--- src/rtl/tilelink_txn_monitor.sv ---
// Passive TileLink inner-port transaction monitor.
// Tracks every acquire through its grant beats and the following finish, keyed by
// client_xact_id, and reports saturating event counts, outstanding depth, pending finishes,
// worst-case acquire->grant latency and sticky protocol-error flags.
// Optional checking: define TL_TXN_MON_ASSERT_EN to turn each error-flag set into a $error
// (and to flag a non-empty tracker table at the end of simulation).
module tilelink_txn_monitor #(
  parameter int unsigned XACT_ID_W = 4,
  parameter int unsigned BEATS     = 4,
  parameter int unsigned BEAT_W    = 2,
  parameter int unsigned CNT_W     = 32,
  parameter int unsigned LAT_W     = 16
) (
  input  logic                 clk_i,
  input  logic                 reset_ni,
  input  logic                 acquire_valid_i,
  input  logic                 acquire_ready_i,
  input  logic [XACT_ID_W-1:0] acquire_client_xact_id_i,
  input  logic [BEAT_W-1:0]    acquire_addr_beat_i,
  input  logic                 grant_valid_i,
  input  logic                 grant_ready_i,
  input  logic [XACT_ID_W-1:0] grant_client_xact_id_i,
  input  logic [BEAT_W-1:0]    grant_addr_beat_i,
  input  logic                 grant_has_data_i,
  input  logic                 grant_needs_finish_i,
  input  logic                 finish_valid_i,
  input  logic                 finish_ready_i,
  output logic [CNT_W-1:0]     acq_count_o,
  output logic [CNT_W-1:0]     grant_count_o,
  output logic [CNT_W-1:0]     finish_count_o,
  output logic [XACT_ID_W:0]   outstanding_o,
  output logic [XACT_ID_W:0]   pending_finish_o,
  output logic [LAT_W-1:0]     max_latency_o,
  output logic [2:0]           err_o
);

  localparam int unsigned Entries = 2 ** XACT_ID_W;
  localparam logic [BEAT_W-1:0] LastBeat = BEAT_W'(BEATS - 1);

  typedef enum logic [1:0] {StIdle, StWaitGrant, StInGrant} entry_state_e;

  entry_state_e         state_q [Entries];
  entry_state_e         state_d [Entries];
  logic [LAT_W-1:0]     lat_q   [Entries];
  logic [LAT_W-1:0]     lat_d   [Entries];

  logic [CNT_W-1:0]     acq_cnt_q, acq_cnt_d;
  logic [CNT_W-1:0]     grant_cnt_q, grant_cnt_d;
  logic [CNT_W-1:0]     fin_cnt_q, fin_cnt_d;
  logic [XACT_ID_W:0]   outstanding_q, outstanding_d;
  logic [XACT_ID_W:0]   pending_q, pending_d;
  logic [LAT_W-1:0]     max_lat_q, max_lat_d;
  logic [2:0]           err_q, err_d;

  logic                 acq_fire, grant_fire, fin_fire;
  logic                 grant_close, grant_orphan, dup_acq, fin_orphan, pend_inc;
  logic [XACT_ID_W-1:0] a_idx, g_idx;
  logic [LAT_W-1:0]     close_lat;

  // Next-state for the tracker table, counters and sticky error flags.
  always_comb begin
    acq_fire   = acquire_valid_i & acquire_ready_i & (acquire_addr_beat_i == '0);
    grant_fire = grant_valid_i & grant_ready_i;
    fin_fire   = finish_valid_i & finish_ready_i;
    a_idx      = acquire_client_xact_id_i;
    g_idx      = grant_client_xact_id_i;

    // Busy entries age by one cycle, saturating at all-ones.
    for (int i = 0; i < Entries; i++) begin
      state_d[i] = state_q[i];
      if (state_q[i] != StIdle && lat_q[i] != '1) begin
        lat_d[i] = lat_q[i] + LAT_W'(1);
      end else begin
        lat_d[i] = lat_q[i];
      end
    end

    grant_close  = 1'b0;
    grant_orphan = 1'b0;
    // Latency reported on close counts the closing cycle itself.
    close_lat    = (lat_q[g_idx] == '1) ? lat_q[g_idx] : lat_q[g_idx] + LAT_W'(1);

    if (grant_fire) begin
      case (state_q[g_idx])
        StIdle:      grant_orphan = 1'b1;
        StWaitGrant: begin
          if (!grant_has_data_i || grant_addr_beat_i == LastBeat) begin
            grant_close = 1'b1;
          end else begin
            state_d[g_idx] = StInGrant;
          end
        end
        StInGrant:   grant_close = (grant_addr_beat_i == LastBeat);
        default:     grant_orphan = 1'b0;
      endcase
    end
    if (grant_close) begin
      state_d[g_idx] = StIdle;
    end

    // A grant closing the same id this cycle frees the entry before the acquire reopens it.
    dup_acq = acq_fire && (state_q[a_idx] != StIdle) && !(grant_close && (g_idx == a_idx));
    if (acq_fire) begin
      state_d[a_idx] = StWaitGrant;
      lat_d[a_idx]   = '0;
    end

    acq_cnt_d = acq_cnt_q;
    if (acq_fire && acq_cnt_q != '1) begin
      acq_cnt_d = acq_cnt_q + CNT_W'(1);
    end
    grant_cnt_d = grant_cnt_q;
    if (grant_close && grant_cnt_q != '1) begin
      grant_cnt_d = grant_cnt_q + CNT_W'(1);
    end
    fin_cnt_d = fin_cnt_q;
    if (fin_fire && fin_cnt_q != '1) begin
      fin_cnt_d = fin_cnt_q + CNT_W'(1);
    end

    max_lat_d = max_lat_q;
    if (grant_close && close_lat > max_lat_q) begin
      max_lat_d = close_lat;
    end

    // A finish in the same cycle as a finish-requiring close cancels it out.
    pend_inc   = grant_close & grant_needs_finish_i;
    fin_orphan = fin_fire & (pending_q == '0) & ~pend_inc;
    pending_d  = pending_q;
    if (pend_inc && !fin_fire && pending_q != '1) begin
      pending_d = pending_q + (XACT_ID_W + 1)'(1);
    end else if (fin_fire && !pend_inc && pending_q != '0) begin
      pending_d = pending_q - (XACT_ID_W + 1)'(1);
    end

    outstanding_d = '0;
    for (int i = 0; i < Entries; i++) begin
      if (state_d[i] != StIdle) begin
        outstanding_d = outstanding_d + (XACT_ID_W + 1)'(1);
      end
    end

    err_d = err_q | {fin_orphan, grant_orphan, dup_acq};
  end

  // State registers with synchronous active-low reset.
  always_ff @(posedge clk_i) begin
    if (!reset_ni) begin
      for (int i = 0; i < Entries; i++) begin
        state_q[i] <= StIdle;
        lat_q[i]   <= '0;
      end
      acq_cnt_q     <= '0;
      grant_cnt_q   <= '0;
      fin_cnt_q     <= '0;
      outstanding_q <= '0;
      pending_q     <= '0;
      max_lat_q     <= '0;
      err_q         <= '0;
    end else begin
      for (int i = 0; i < Entries; i++) begin
        state_q[i] <= state_d[i];
        lat_q[i]   <= lat_d[i];
      end
      acq_cnt_q     <= acq_cnt_d;
      grant_cnt_q   <= grant_cnt_d;
      fin_cnt_q     <= fin_cnt_d;
      outstanding_q <= outstanding_d;
      pending_q     <= pending_d;
      max_lat_q     <= max_lat_d;
      err_q         <= err_d;
    end
  end

  assign acq_count_o      = acq_cnt_q;
  assign grant_count_o    = grant_cnt_q;
  assign finish_count_o   = fin_cnt_q;
  assign outstanding_o    = outstanding_q;
  assign pending_finish_o = pending_q;
  assign max_latency_o    = max_lat_q;
  assign err_o            = err_q;

`ifdef TL_TXN_MON_ASSERT_EN
  logic [31:0] cycle_q;

  // Free-running cycle stamp for error messages.
  always_ff @(posedge clk_i) begin
    if (!reset_ni) begin
      cycle_q <= '0;
    end else begin
      cycle_q <= cycle_q + 32'd1;
    end
  end

  // Report every protocol violation as it is flagged.
  always_ff @(posedge clk_i) begin
    if (reset_ni) begin
      if (dup_acq) begin
        $error("tl_txn_mon: acquire on busy id %0d at cycle %0d", a_idx, cycle_q);
      end
      if (grant_orphan) begin
        $error("tl_txn_mon: grant on idle id %0d at cycle %0d", g_idx, cycle_q);
      end
      if (fin_orphan) begin
        $error("tl_txn_mon: finish with none pending (id n/a) at cycle %0d", cycle_q);
      end
    end
  end

  final begin
    if (outstanding_q != '0) begin
      $error("tl_txn_mon: %0d transactions outstanding at end of simulation", outstanding_q);
    end
  end
`endif

endmodule

--- config.mk ---
export PLATFORM = sky130hd
export DESIGN_NAME = tilelink_txn_monitor
export DESIGN_NICKNAME = d
export VERILOG_FILES = /design/src/rtl/tilelink_txn_monitor.sv
export SDC_FILE = /design/constraint.sdc
export NUM_CORES = 1
export LEC_CHECK = 0
export ABC_AREA = 1
export CAP_MARGIN = 20
export CORE_MARGIN = 4
export CORE_UTILIZATION = 50
export CTS_CLUSTER_DIAMETER = 100
export DETAILED_ROUTE_END_ITERATION = 7
export PLACE_DENSITY = 0.72
export SYNTH_ARGS = -nofsm -noshare
export SYNTH_HDL_FRONTEND = slang
export SYNTH_SLANG_ARGS = --single-unit
--- constraint.sdc ---
create_clock -name clk_i -period 22.4 [get_ports clk_i]
set_input_delay 5.6 -clock clk_i [delete_from_list [all_inputs] [get_ports clk_i]]
set_output_delay 5.6 -clock clk_i [all_outputs]
set_load 0.01 [all_outputs]
# After elaboration in Yosys (flattened, before gate mapping)
# Memories as Yosys holds them, arrays and structs flattened.
# Index checks and enable logic that the tools add are counted.
word_totals:
  reg_bits: 125
  mem_bits_rw: 288
  in_bits: 22
  output_inout_bits: 125
  wordCells: 287
  mem_count: 2
classes:
  add_sub_neg: 37
  n_lt_le_gt_ge: 5
  eq_ne: 25
  mux: 86
  bitwise_logic: 53
  reduce_logical: 72
memory_table:
  columns: ["memory", "words", "word_bits", "rd", "rd_clocked_by_memory_dff", "write_ports", "line_no", "rtl"]
  rows:
  - ["lat_q", 16, 16, 17, 0, 16, "44", "logic [LAT_W-1:0] lat_q [Entries];"]
  - ["state_q", 16, 2, 18, 0, 16, "42", "entry_state_e state_q [Entries];"]
ops:
  columns: ["cell", "n"]
  rows:
  - ["16-bit 2-to-1 mux", 34]
  - ["16-bit by 1-bit adder with 16-bit output, second input constant", 17]
  - ["256-bit AND", 1]
  - ["256-bit 2-to-1 mux", 1]
  - ["16-bit != test, second input constant", 16]
  - ["256-bit inverter", 1]
  - ["32-bit 2-to-1 mux", 5]
  - ["32-bit by 1-bit adder with 32-bit output, second input constant", 3]
  - ["32-bit != test, second input constant", 3]
  - ["5-bit 2-to-1 mux", 17]
  - ["5-bit by 1-bit adder with 5-bit output, second input constant", 16]
  - ["2-bit nonzero test", 34]
  - ["16-bit demux with 4-bit select", 1]
  - ["2-bit 2-to-1 mux", 18]
  - ["16-bit AND", 2]
  - ["32-bit AND", 1]
  - ["16-bit inverter", 2]
  - ["32-bit inverter", 1]
  - ["1-bit bitwise OR", 32]
  - ["16-bit bitwise OR", 2]
  - ["1-bit logical AND", 29]
  - ["2-bit demux with 4-bit select", 2]
  - ["16-bit == test, second input constant", 1]
  - ["16-bit greater-than comparator", 1]
  - ["18 further kinds", 38]

# Logic depth before layout (Yosys ltp)
logic_depth:
  ltp_word: 46
  depth_mapped: 71
  depth_no_buf: 65

# Worst setup path before layout
# OpenSTA, ideal clock, no wires.
synth_timing:
  kind: "input to register"
  start: "in grant_client_xact_id_i[0]"
  end: "reg outstanding_q[4], in the netlist outstanding_o[4]"
  setup_time_ns: 0.113
  t_arrival_ns: 14.610
  required_time_ns: 22.287
  setup_slack_ns: 7.677
  stages: 66
  n_path_buf: 7
  cell_sequence: "buf_6 > inv_6 > nand2_4 > buf_2 > buf_2 > buf_2 > buf_1 > clkbuf_1 > o22ai_1 > o21ai_0 > nand4_1 > inv_1 > ha_1 > nand3_1 > nor2_4 > buf_2 > inv_1 > o21ai_0 > [30 not listed] > nand2_1 > inv_2 > nor2_2 > o31ai_1 > ha_1 > o21ai_1 > nor2_1 > o31ai_1 > ha_1 > o21ai_0 > inv_1 > ha_1 > nand2_1 > nor2_1 > nand2_1 > nand2_1 > nand2_1 > nor2_1"
synth_via:
  elab_chain_len: 46
  word_cells_on_any_way: 70
  classes_between: "add/sub: 15; order compare: 2; eq/ne: 2; mux: 25; bitwise: 8; reduce/logical: 17; memory: 1"
synth_lines:
  columns: ["element", "line_no", "rtl"]
  rows:
  - ["from (decl)", "22", "input logic [XACT_ID_W-1:0] grant_client_xact_id_i,"]
  - ["4-bit inverter with 5-bit output (not written as such)", "90, 98", null]
  - ["5-bit >= comparator (not written as such) or 5-bit by 1-bit < comparator with 1-bit output (tied branches)", "90, 98", null]
  - ["1-bit logical AND (not written as such)", "90, 98", null]
  - ["2-bit 2-to-1 mux (not written as such)", "90, 98", null]
  - ["2-bit demux with 4-bit select", "90, 98", null]
  - ["16-bit inverter (no line)", null, null]
  - ["16-bit AND (no line)", null, null]
  - ["32-bit 2-to-1 mux", "87", "if (!grant_has_data_i || grant_addr_beat_i == LastBeat) begin"]
  - ["[30 not listed]", null, null]
  - ["5-bit by 1-bit adder with 5-bit output", "139", "outstanding_d = outstanding_d + (XACT_ID_W + 1)'(1);"]
  - ["5-bit 2-to-1 mux", "138", "if (state_d[i] != StIdle) begin"]
  - ["5-bit by 1-bit adder with 5-bit output", "139", null]
  - ["5-bit 2-to-1 mux", "138", null]
  - ["5-bit by 1-bit adder with 5-bit output", "139", null]
  - ["5-bit 2-to-1 mux", "138", null]
  - ["5-bit by 1-bit adder with 5-bit output", "139", null]
  - ["5-bit 2-to-1 mux (*)", "138", null]
  - ["to (signal assigned)", "168", "outstanding_q <= outstanding_d;"]
  - ["to (decl)", "50", "logic [XACT_ID_W:0] outstanding_q, outstanding_d;"]
# Every way passes the cells marked *; elsewhere a longest branch is shown, timed or not.
# A chain may end at the register's enable or synchronous reset.

# Worst setup path after layout
layout_timing:
  start: "in grant_client_xact_id_i[1]"
  end: "reg outstanding_q[4], in the netlist outstanding_o[4]"
# The elaborated chain is that of the path after synthesis.

==> key figures <==
Run status
  • Status: completed

Synthesis
  • Mapped Cells: about 3,400
  • Post-synth design cell area: 23,100 um2
  • EDFF count, synth: 0
  • Area leader, netlist: dfxtp_1
  • Netlist cell types: 60
  • Flops & latches, synth: 413
  • Avg Inst Size Synth: 6.83 um2
  • Top_reg_cell synth: dfxtp_1
  • Sequential area share after synthesis: 35.8%
  • Top post-synthesis cells by area: dfxtp_1 36%, nor2_1 8.6%, nand2_1 8.0%, inv_1 7.6%, o21ai_0 4.9%
  • Yosys warning count: 0
  • Post-synth top area share: between 30% and 40%
  • Post-synth net total: roughly 3,500
  • Post-synth ARST share: 0%

Run
  • Maxcap violations: 0

Floorplan
  • Die Y: 223 um
  • Initial cell density of the core: 50.7%
  • IO Count: 147
  • Die area: just under 50,000 um2
  • CORE AREA: 45,600 um2
  • Std-Cell Rows: 78
  • Die Span X: 223 um

Placement
  • RD Place Congestion: between 0.9 and 1
  • DP Wirelength: 47,500 um
  • Number of port buffers: 146

Timing
  • RSZ-0062 raised after global routing: no
  • F_max: between 0.06 and 0.07 GHz
  • Worst Skew: ~0.020 ns
  • Final Hold Vio Count: 0
  • Setup violations, final: 0
  • Slew Limit Headroom: 38.1%
  • Period utilization: 69.6%
  • Final slew viol count: 0
  • Worst slew pin tran: 0.929 ns
  • Fin crit period: between 15 and 20 ns
  • Setup TNS: 0 ns

Drt
  • DRT Pass-1 Iters: 6
  • Via-to-Cell Ratio: ~5.4
  • Post-route DRC: 0
  • Post-detailed-route wirelength per cell: 15.2 um
  • Post-DRT Antenna Nets: 0
  • Drt total wl: between 60,000 and 70,000 um
  • Vias: 22,500
  • Initial DRC count: 1,976

Clock network
  • # hold bufs at CTS: 0
  • H-Tree Depth: 2
  • Total CTS buffers: 47
  • CTS tree: yes
  • Post-CTS Setup Inserts: 0
  • CTS resizes: 0
  • Worst skew pair latency: 0.58 ns
  • Clock Path Buffers: 3
  • Clock Sink Count: 413
  • CTS root buf: clkbuf_16
  • Clock Pin Slew Worst Setup and Hold Paths: about 0.060 ns

Power and ir drop
  • Leak Pwr: 9.78 nW
  • Worst IR Drop VDD: 59.9 uV
  • Pwr/cell area: 60.0 nW/um2

Layout
  • Fraction of layout cells with a size suffix above 1: 5.50%
  • Fin util: 58.1%
  • Area delta synth->final: 14.6%
  • Most common cell after layout, fill and taps aside: nor2_1
  • Final #Nets: approximately 3,600
  • Commonest non-fill, non-tap cells in the layout: 527 x nor2_1, 490 x nand2_1, 470 x inv_1

GRT
  • GRT Total Usage: between 20% and 30%
  • Vias in the first global route: 20,100
  • Largest net degree at the start of global routing: 88
  • Grt ovf: 0
  • Initial antenna violation count: 1
  • First-pass GRT wire length: 102,000 um

Setup path
  • WS Path Type: input pin to flip-flop
  • Crit path max-delay cell type: clkdlybuf4s50_1
  • Crit start category: input pin
  • Crit end category: flip-flop
  • CP Data Arrival Time: 16.06 ns
  • CP peak stage delay: 0.82 ns
  • Worst Reg-to-Reg Cells: between 50 and 60
  • Most Frequent Cell on Critical Path: nand2_1
  • Critical path peak fanout: 71
  • WP data required: ~23 ns

Min path
  • Worst min path class: flip-flop to flip-flop
  • Hold Path Depth: 2
worst max-delay path: cells and delay by family:
kind                     cells  cell delay, ns
AND/OR/NAND/NOR             26            2.60
AO/OA/AOI/OAI               12            2.61
adder cells (fa/ha/maj)     11            2.96
buffers and inverters       12            2.29
synth_stat cells (3+ instances only):
master and number:
o22ai_1 140, dfxtp_1 413, nor2_4 4, a221oi_1 5, nor2_1 527, clkinv_1 7
o21ai_1 9, nor2_2 10, nand2_4 9, inv_1 471, nand4_1 60, o21ai_0 226
nand2_1 491, nand2_2 31, buf_2 13, nor3b_1 22, o31ai_1 6, buf_1 20
nor3_1 137, o311ai_0 3, a31oi_1 16, a21oi_1 174, xnor2_1 50, nand3_2 15
or2_2 5, nor4_1 36, o211ai_1 5, xor2_1 105, a211oi_1 14, and3_1 6
o21a_1 15, o21bai_1 4, nand3b_1 5, clkbuf_1 34, inv_2 28, ha_1 57
nand3_1 175, nand3_4 5
layout make-up:
| type | count | area [um2] |
|---|---|---|
| Antenna cell | 2 | 5.00 |
| Clock buffer | 68 | 1330 |
| Clock inverter | 17 | 110 |
| Fill cell | 4412 | 19100 |
| Inverter | 507 | 1910 |
| Multi-Input combinational cell | 2393 | 12600 |
| Sequential cell | 413 | 8270 |
| Tap cell | 600 | 751 |
| Timing Repair Buffer | 150 | 1490 |
through the flow:
stage | instances | power, W | setup slack (ns) | hold WS [ns] | cell area [um2]
finish | 4150 | 0.00159 | 6.81 | 0.456 | 26500
floorplan | 3384 | 0.000839 | 7.68 | 0.440 | 23100
global placement | 4063 | 0.000878 | 6.63 | 0.445 | 25100
CTS | 4148 | 0.00160 | 6.93 | 0.458 | 26500
detailed placement | 4063 | 0.000879 | 6.32 | 0.447 | 25100
global route | 4149 | 0.00165 | 6.00 | 0.478 | 26500
power by group:
| group | switching [W] | internal (W) | total (W) |
|---|---|---|---|
| Sequential | 0.00000364 | 0.000738 | 0.000741 |
| Clock | 0.000313 | 0.000411 | 0.000725 |
| Combinational | 0.0000830 | 0.0000407 | 0.000124 |
| Total | 0.000400 | 0.00119 | 0.00159 |
worst paths after layout:
path / from / to / slack (ns)
max: grant_client_xact_id_i[1] / outstanding_o[4]$_SDFF_PN0_ / 6.81
min: err_o[1]$_SDFF_PN0_ / err_o[1]$_SDFF_PN0_ / 0.46
max reg2reg: state_q[15][1]$_SDFF_PN0_ / outstanding_o[4]$_SDFF_PN0_ / 13.11
min reg2reg: err_o[1]$_SDFF_PN0_ / err_o[1]$_SDFF_PN0_ / 0.46
per-layer routing:
metal | share of wire (%) | global-route usage, %
met1 | 46 | 33.7
met2 | 44 | 38.5
met3 | 7.0 | 3.28
met4 | 3.9 | 9.07
met5 | 0 | 0
cell families after synthesis:
group | count (synthesis) | share of synthesized area, %
AOI/OAI and AO/OA | 631 | 15.4
xor gates and xnor gates | 155 | 5.87
adders and majority gates | 58 | 3.17
buffers and inverters | 578 | 9.57
DFF | 413 | 35.8
and+or+nand+nor | 1549 | 30.2
registers in the layout, summed over array words and instances, names as in the netlist:
register and count:
finish_count_o 32, grant_count_o 32, pending_finish_o 5, max_latency_o 16
acq_count_o 32, state_q 32, outstanding_o 5, lat_q 256
err_o 3
No activity file was read; power rests on OpenSTA's default activity.
